## src/rtl/serial_adder_pkg.sv

```systemverilog
// Shared types and helpers for the bit-serial adder controller.
package serial_adder_pkg;

  localparam int DEFAULT_WIDTH = 8;

  typedef enum logic [1:0] {
    IDLE = 2'd0,
    RUN  = 2'd1,
    DONE = 2'd2
  } state_e;

  // Bits needed to count 0..n-1; never less than one.
  function automatic int clog2(input int n);
    int r;
    r = 0;
    while ((1 << r) < n) r++;
    if (r < 1) r = 1;
    return r;
  endfunction

endpackage

```

## src/rtl/fa_cell.sv

```systemverilog
// One-bit full adder; the only arithmetic element of the serial adder.
module fa_cell (
  input  logic a,
  input  logic b,
  input  logic c,
  output logic sum,
  output logic carry
);

  assign sum   = a ^ b ^ c;
  assign carry = (a & b) | (a & c) | (b & c);

endmodule

```

## src/rtl/serial_adder_ctrl.sv

```systemverilog
// Bit-serial adder: accepts A, B, cin, adds one bit per clock LSB first,
// and holds sum/cout/ovf until the consumer takes them.
module serial_adder_ctrl
  import serial_adder_pkg::*;
#(
  parameter int WIDTH = DEFAULT_WIDTH
) (
  input  logic             clk,
  input  logic             rst,
  input  logic             in_valid,
  output logic             in_ready,
  input  logic [WIDTH-1:0] a,
  input  logic [WIDTH-1:0] b,
  input  logic             cin,
  output logic             out_valid,
  input  logic             out_ready,
  output logic [WIDTH-1:0] sum,
  output logic             cout,
  output logic             ovf,
  output logic             busy
);

  localparam int CW = clog2(WIDTH);

  // Handshake: a transfer happens on a rising edge where valid and ready
  // are both high; in_ready is high only in IDLE, out_valid only in DONE.

  state_e           state_q, state_d;
  logic [WIDTH-1:0] a_q, a_d;
  logic [WIDTH-1:0] b_q, b_d;
  logic [WIDTH-1:0] sum_q, sum_d;
  logic             carry_q, carry_d;
  logic             cout_q, cout_d;
  logic             ovf_q, ovf_d;
  logic [CW-1:0]    cnt_q, cnt_d;
  logic             cell_sum, cell_carry;
  logic             last_bit;

  fa_cell u_fa (
    .a     (a_q[0]),
    .b     (b_q[0]),
    .c     (carry_q),
    .sum   (cell_sum),
    .carry (cell_carry)
  );

  assign last_bit = (cnt_q == CW'(WIDTH - 1));

  always_comb begin
    state_d = state_q;
    a_d     = a_q;
    b_d     = b_q;
    sum_d   = sum_q;
    carry_d = carry_q;
    cout_d  = cout_q;
    ovf_d   = ovf_q;
    cnt_d   = cnt_q;
    case (state_q)
      IDLE: begin
        if (in_valid) begin
          a_d     = a;
          b_d     = b;
          carry_d = cin;
          cnt_d   = '0;
          state_d = RUN;
        end
      end
      RUN: begin
        a_d     = a_q >> 1;
        b_d     = b_q >> 1;
        sum_d   = {cell_sum, sum_q[WIDTH-1:1]};
        carry_d = cell_carry;
        cnt_d   = cnt_q + CW'(1);
        if (last_bit) begin
          // carry_q is the carry into the MSB on this final step.
          cout_d  = cell_carry;
          ovf_d   = carry_q ^ cell_carry;
          state_d = DONE;
        end
      end
      DONE: begin
        if (out_ready) state_d = IDLE;
      end
      default: state_d = IDLE;
    endcase
  end

  always_ff @(posedge clk or posedge rst) begin
    if (rst) begin
      state_q <= IDLE;
      a_q     <= '0;
      b_q     <= '0;
      sum_q   <= '0;
      carry_q <= 1'b0;
      cout_q  <= 1'b0;
      ovf_q   <= 1'b0;
      cnt_q   <= '0;
    end else begin
      state_q <= state_d;
      a_q     <= a_d;
      b_q     <= b_d;
      sum_q   <= sum_d;
      carry_q <= carry_d;
      cout_q  <= cout_d;
      ovf_q   <= ovf_d;
      cnt_q   <= cnt_d;
    end
  end

  assign in_ready  = (state_q == IDLE);
  assign out_valid = (state_q == DONE);
  assign busy      = (state_q == RUN) || (state_q == DONE);
  assign sum       = sum_q;
  assign cout      = cout_q;
  assign ovf       = ovf_q;

endmodule

```

## config.mk

```make
export PLATFORM = sky130hd
export DESIGN_NAME = serial_adder_ctrl
export DESIGN_NICKNAME = d
export VERILOG_FILES = /design/src/rtl/serial_adder_pkg.sv /design/src/rtl/fa_cell.sv /design/src/rtl/serial_adder_ctrl.sv
export SDC_FILE = /design/constraint.sdc
export NUM_CORES = 1
export LEC_CHECK = 0
export ABC_AREA = 1
export CORE_ASPECT_RATIO = 0.7
export CORE_MARGIN = 3
export CORE_UTILIZATION = 47
export CTS_BUF_LIST = sky130_fd_sc_hd__clkbuf_8
export DETAILED_ROUTE_END_ITERATION = 8
export PLACE_DENSITY_LB_ADDON = 0.2
export SYNTH_ARGS = -nofsm -noshare
export SYNTH_HDL_FRONTEND = slang
export SYNTH_SLANG_ARGS = --single-unit
```

## constraint.sdc

```tcl
create_clock -name clk -period 1.3 [get_ports clk]
set_input_delay 0.39 -clock clk [delete_from_list [all_inputs] [get_ports clk]]
set_output_delay 0.39 -clock clk [all_outputs]
set_load 0.01 [all_outputs]
```

==> load_flow_metrics.sql <==
INSERT INTO impl_metrics (metric_group, metric, value, unit) VALUES
('detailed_routing', 'drt-wirelength-per-cell', '14.9', 'µm'),
('power_and_ir_drop', 'p_int', '3620', 'µW'),
('detailed_routing', 'drt_iter0_markers', '143', ''),
('power_and_ir_drop', 'peakVddDrop', '1.47', 'mV'),
('power_and_ir_drop', 'switching_share', '40.6', '%'),
('sta', 'max_freq', '667', 'MHz'),
('global_routing', 'number_of_global_route_vias_before_repair', '1499', ''),
('critical_path', 'cpPeakStageDelay', '0.40', 'ns'),
('finish', 'design.final.nets', '293', ''),
('die', 'boundaryPins', '34', ''),
('critical_path', 'critical_path.top_delay_family', 'flip-flops', ''),
('flow_run', 'number_of_max_cap_violations', '0', ''),
('power_and_ir_drop', 'share_comb_of_total_power', '57.0', '%'),
('synthesis', 'synth_fp_nets', '231', ''),
('place', 'placement.io_buffers', '33', ''),
('run_status', 'run_status', 'complete, but fails checks', ''),
('clock_network', 'cts_tree', 'done', ''),
('place', 'detailedPlacementHpwl', '2.40', 'mm'),
('sta', 'hold-worst-slack', '0.443', 'ns'),
('finish', 'drive_above_1_share', '35.2', '%'),
('critical_path', 'worst-path-max-fanout', '2', ''),
('clock_network', 'worstSkewPairLatency', '0.29', 'ns'),
('global_routing', 'grt_antenna_before_repair', '0', ''),
('die', 'rows', '17', ''),
('place', 'place.gp.congestion', '0.773', ''),
('synthesis', 'synth.lib_cells_used.distinct', '18', ''),
('synthesis', 'post_synth_instance_area', '1640', 'µm²'),
('critical_path', 'critical_path.endpoint_type', 'output pin', ''),
('finish', 'areaGrowthSynthToFinish', '59.6', '%'),
('power_and_ir_drop', 'seq_power_share', '27.7', '%'),
('critical_path', 'timing.critical_path.required', '0.91', 'ns'),
('clock_network', 'worst_setup_hold_path_clk_slew', '0.07', 'ns'),
('synthesis', 'netlist_instances', '204', ''),
('power_and_ir_drop', 'power_switching', '2470', 'µW'),
('sta', 'post-route-period-util', '115', '%'),
('global_routing', 'grt_pass1_wl', '7.03', 'mm'),
('sta', 'timing.final.hold_violations', '0', ''),
('synthesis', 'post_synth.cell_area_avg', '8.03', 'µm²'),
('finish', 'insertedDiodeCount', '0', ''),
('die', 'die_w', '76.6', 'µm'),
('clock_network', 'cts_root_buffer', 'clkbuf_8', ''),
('detailed_routing', 'drt-pass1-iter-count', '4', ''),
('global_routing', 'grtUsageTotal', '21.4', '%'),
('sta', 'worst_pin_slew', '0.294', 'ns'),
('sta', 'setup_viol_count_final', '23', ''),
('detailed_routing', 'post-route-drc-count', '0', ''),
('critical_path', 'timing_worst_setup_path_type', 'reg -> out', ''),
('detailed_routing', 'antenna_violating_nets_post_route', '0', ''),
('run_status', 'violations_in_the_final_reports', 'setup timing', ''),
('critical_path', 'crit_chain', 'inv_2 > ha_4 > buf_6', ''),
('sta', 'drv_slew', '0', ''),
('critical_path', 'worstSetupStartpointType', 'flip-flop', ''),
('clock_network', 'cts.htree.levels', '2', ''),
('die', 'initial_utilization', '50.7', '%'),
('power_and_ir_drop', 'power.density', '2330', 'nW/µm²'),
('global_routing', 'grt_max_degree', '33', ''),
('detailed_routing', 'vias', '1590', ''),
('die', 'floorplan.die_area', '4240', 'µm²'),
('sta', 'slew-limit-headroom', '80.4', '%'),
('clock_network', 'cts.path.max_buffers', '2', ''),
('global_routing', 'grt_remaining_overflow', '0', ''),
('synthesis', 'synth.yosys.warnings', '0', ''),
('sta', 'post-route-worst-setup-slack', '-0.200', 'ns'),
('clock_network', 'clock_sinks', '32', ''),
('global_routing', 'grt_use_met1', '25.7', '%'),
('sta', 'grt_setup_unrepaired', 'true', ''),
('die', 'die_h', '55.4', 'µm'),
('synthesis', 'synth-seq-cells', '32', ''),
('detailed_routing', 'routed_wirelength', '4.66', 'mm'),
('die', 'core', '3230', 'µm²'),
('critical_path', 'cp.arrival', '1.11', 'ns');
per-stage QoR:
stage | power (µW) | instances | cell area [µm²] | worst slack (ns) | util, %
6_report | 6090 | 314 | 2610 | -0.200 | 80.8
5_1_grt | 6520 | 314 | 2610 | -0.236 | 80.8
4_1_cts | 5790 | 310 | 2550 | -0.196 | 78.9
3_5_place_dp | 3950 | 292 | 2090 | -0.338 | 64.6
3_3_place_gp | 3880 | 292 | 2090 | -0.291 | 64.6
2_1_floorplan | 3150 | 204 | 1640 | 0.0165 | -
sequential cells by signal (all words and copies together), names as in the netlist:
signal   count
sum          8
ovf          1
carry_q      1
a_q          8
cnt_q        3
b_q          8
cout         1
state_q      2
routing by layer:
layer	wire, µm	up-vias
li1	-	761
met1	1980	760
met2	2300	56
met3	279	13
met4	99	0
met5	0	-
cells in the mapped netlist:
library cell,number,area (µm²)
nand2_1,100,375
dfrtp_1,32,801
nand3_1,25,125
inv_1,13,48.8
o21ai_0,7,35.0
ha_1,5,62.6
buf_6,4,45.0
o21ai_1,4,20.0
buf_2,3,15.0
inv_2,2,7.51
nand2_2,2,12.5
buf_12,1,20.0
buf_4,1,7.51
buf_8,1,15.0
fa_1,1,20.0
nand2_4,1,11.3
nand3_2,1,10.0
nand4_1,1,6.26
worst reg2reg max path, cell delays in order (launching register included):
cell	delay, ns
dfrtp_1	0.37
inv_2	0.07
buf_6	0.12
ha_4	0.18
buf_12	0.14
nand2_8	0.09
buf_12	0.16
nand2_8	0.08
nand2_2	0.07
nand2_1	0.05
cell families after synthesis:
| group | share of synthesized area [%] |
|---|---|
| simple gates | 33.0 |
| flops | 48.9 |
| buf+inv | 9.70 |
| compound gates | 3.36 |
| fa+ha+maj | 5.04 |
worst paths after layout:
kind / startpoint / to / slack, ns / depth (start not counted)
min in group clk: ovf$_DFFE_PP0P_ / ovf$_DFFE_PP0P_ / 0.48 / 2
hold / removal: rst / b_q[2]$_DFFE_PP0P_ / 0.44 / 3
max in group asynchronous: rst / state_q[0]$_DFFE_PP0P_ / 0.68 / 3
setup reg to reg: state_q[1]$_DFFE_PP0P_ / a_q[2]$_DFFE_PP0P_ / -0.14 / 9
setup / recovery: state_q[1]$_DFFE_PP0P_ / busy / -0.20 / 3
hold reg to reg: ovf$_DFFE_PP0P_ / ovf$_DFFE_PP0P_ / 0.48 / 2
layout make-up:
type | count | area (µm²)
Clock inverter | 3 | 38.8
Fill cell | 191 | 619
Inverter | 15 | 61.3
Clock buffer | 5 | 68.8
Timing Repair Buffer | 62 | 658
Tap cell | 47 | 58.8
Multi-Input combinational cell | 150 | 927
Sequential cell | 32 | 801
power by group through the flow:
stage	Combinational (µW)	Clock [µW]	Sequential [µW]
final	3470	931	1690
after global routing	3790	1000	1730
after CTS	3190	929	1670
after detailed placement	2280	0	1670
after global placement	2220	0	1650
after floorplan	1460	0	1700
timing repair:
action / in CTS / in global routing
cloned: 6 / 1
gates resized for setup: 82 / 33
pin swaps: 4 / 27
hold buffers: 0 / 0
setup endpoints to repair: 41 / 43
buffers inserted: 4 / 4
Power figures use the tool's default switching activity.
==> RTL change: new RTL, config.mk and constraints unchanged <==
The package constant `DEFAULT_WIDTH` goes from 8 to 7.
--- a/src/rtl/serial_adder_pkg.sv
+++ b/src/rtl/serial_adder_pkg.sv
@@ -1,7 +1,7 @@
 // Shared types and helpers for the bit-serial adder controller.
 package serial_adder_pkg;
 
-  localparam int DEFAULT_WIDTH = 8;
+  localparam int DEFAULT_WIDTH = 7;
 
   typedef enum logic [1:0] {
     IDLE = 2'd0,
Interface: changed (resized a, b and sum); port bits go from 34 to 31. No check against the original RTL was run, so the function may have changed too.
==> RTL change against the original RTL <==
- the flow still finishes with violations (negative setup slack)
- global-route usage fell by 1.5 points
- design area fell by 20%
- synthesized area fell by 11%
- routed wire length fell by 26%
- core utilization fell by 7.9 points
- setup slack improved by 0.0024 ns
- total power fell by 25%
- sequential cell count fell by 3
- largest power group unchanged
==> RTL change: results (changes against the original RTL) <==
| Metric | Value |
|---|---|
| Outcome | `complete, but fails checks` |
| Failing checks | `negative setup slack` |
| GR Layer Usage met2 | `36.4% (-0.52 points)` |
| Fillcell total | `211 (+10%)` |
| Final hold viol count | `0 (unchanged)` |
| Dpl hpwl | `2320 um (-3.0%)` |
| Fmax | `668 MHz (+0.16%)` |
| WL final | `3470 um (-26%)` |
| Via count | `1360 (-14%)` |
| First-pass GRT wire length | `5660 um (-19%)` |
| Critical Path End | `busy` |
| GPL Wtd Cong | `0.872 (+13%)` |
| Syn Nets | `212 (-8.2%)` |
| Cell area after layout | `2090 sq um (-20%)` |
| Clock Skew | `0.00612 ns (-0.00363 ns)` |
| Relative slew margins | `88.2% (+7.8 points)` |
| Reg-to-reg endpoint | `b_q[1]` |
| Leakage | `1.13 nW (-16%)` |
| Sequential element share of the synthesized area | `50.0% (+1.1 points)` |
| Clock Root Buffer | `clkbuf_8` |
| Worst vdd ir | `0.00109 V (-26%)` |
| DP Area | `1880 sq um (-10%)` |
| Post-cts resize count | `44 (-46%)` |
| GR Util met3 | `5.17% (-0.37 points)` |
| Pin count of the biggest net entering global routing | `30 (-9.1%)` |
| Number of port buffers | `30 (-9.1%)` |
| Final WS setup | `-0.197 ns (+0.00239 ns)` |
| Top cell type's share of synthesized area | `50.0% (+1.1 points)` |
| Post-CTS Setup Bufs | `2 (-2)` |
| Initial antenna violation count | `0 (unchanged)` |
| Worst Hold Class | `in -> async` |
| Synth area leaders | `dfrtp_1 50%, nand2_1 28%, ha_1 4.3%, inv_1 3.4%, o21ai_0 2.4%` |
| Overall Global Routing Usage | `19.9% (-1.5 points)` |
| Setup-failing EPs final | `23 (unchanged)` |
| Nets | `263 (-10%)` |
| Layout cells sized above 1 | `21.3% (-14 points)` |
| Post-synth top cells | `109 x nand2_1, 29 x dfrtp_1, 13 x inv_1, 7 x o21ai_0, 6 x nand3_1` |
| Critical path origin | `state_q[0]` |
| Grt met1 use | `21.1% (-4.5 points)` |
| H-tree lvl count | `2 (unchanged)` |
| Initial DRC count | `68 (-52%)` |
[RTL change: changes by cell type in the layout (fill, tap and decap cells not counted), moves of 5 or more]
cell / before / now
nand2_1: 79 / 107
nand2_2: 19 / 2
nand3_1: 18 / 4
nand2_8: 6 / 0
nand3_2: 7 / 2
[RTL change: logic make-up after synthesis]
group	share of synthesized area, %
simple gates	32.5
flops	50.0
buf+inv	6.98
compound gates	4.22
fa+ha+maj	5.69
xor+xnor	0.604
[RTL change: per-stage QoR]
stage	hold WS, ns	std cells	util [%]	setup TNS, ns	worst slack (ns)
finish	0.449	275	72.9	-2.07	-0.197
global route	0.495	275	72.9	-3.31	-0.216
CTS	0.455	272	71.4	-1.46	-0.179
detailed placement	0.459	262	65.6	-4.49	-0.328
global placement	0.453	262	65.6	-3.54	-0.285
floorplan	0.442	187	-	0	0.0155
[RTL change: layer usage]
metal / vias to the layer above / part of all wire, %
met3: 11 / 4.8
met1: 639 / 43
met2: 41 / 49
li1: 669 / -
met4: 0 / 2.9
met5: - / 0
[RTL change: final cells by class]
type | instances | area [sq um] | area share (%)
multi-input combinational | 138 | 681 | 32.6
clock buffer | 7 | 96.3 | 4.61
clock inverter | 1 | 5.00 | 0.240
timing repair buffer | 51 | 487 | 23.3
inverter | 13 | 48.8 | 2.34
sequential | 29 | 726 | 34.8
tap | 36 | 45.0 | 2.16
[RTL change: worst min-delay path, stage by stage]
cell and delay, ns:
clkdlybuf4s50_1 0.40, inv_1 0.09, buf_12 0.20
[RTL change: power by group]
| group | internal, mW | switching (mW) | total, mW | leakage [nW] |
|---|---|---|---|---|
| Clock | 0.477 | 0.330 | 0.807 | 0.0542 |
| Sequential | 1.24 | 0.190 | 1.43 | 0.378 |
| Combinational | 1.08 | 1.25 | 2.33 | 0.702 |
| Total | 2.80 | 1.77 | 4.57 | 1.13 |
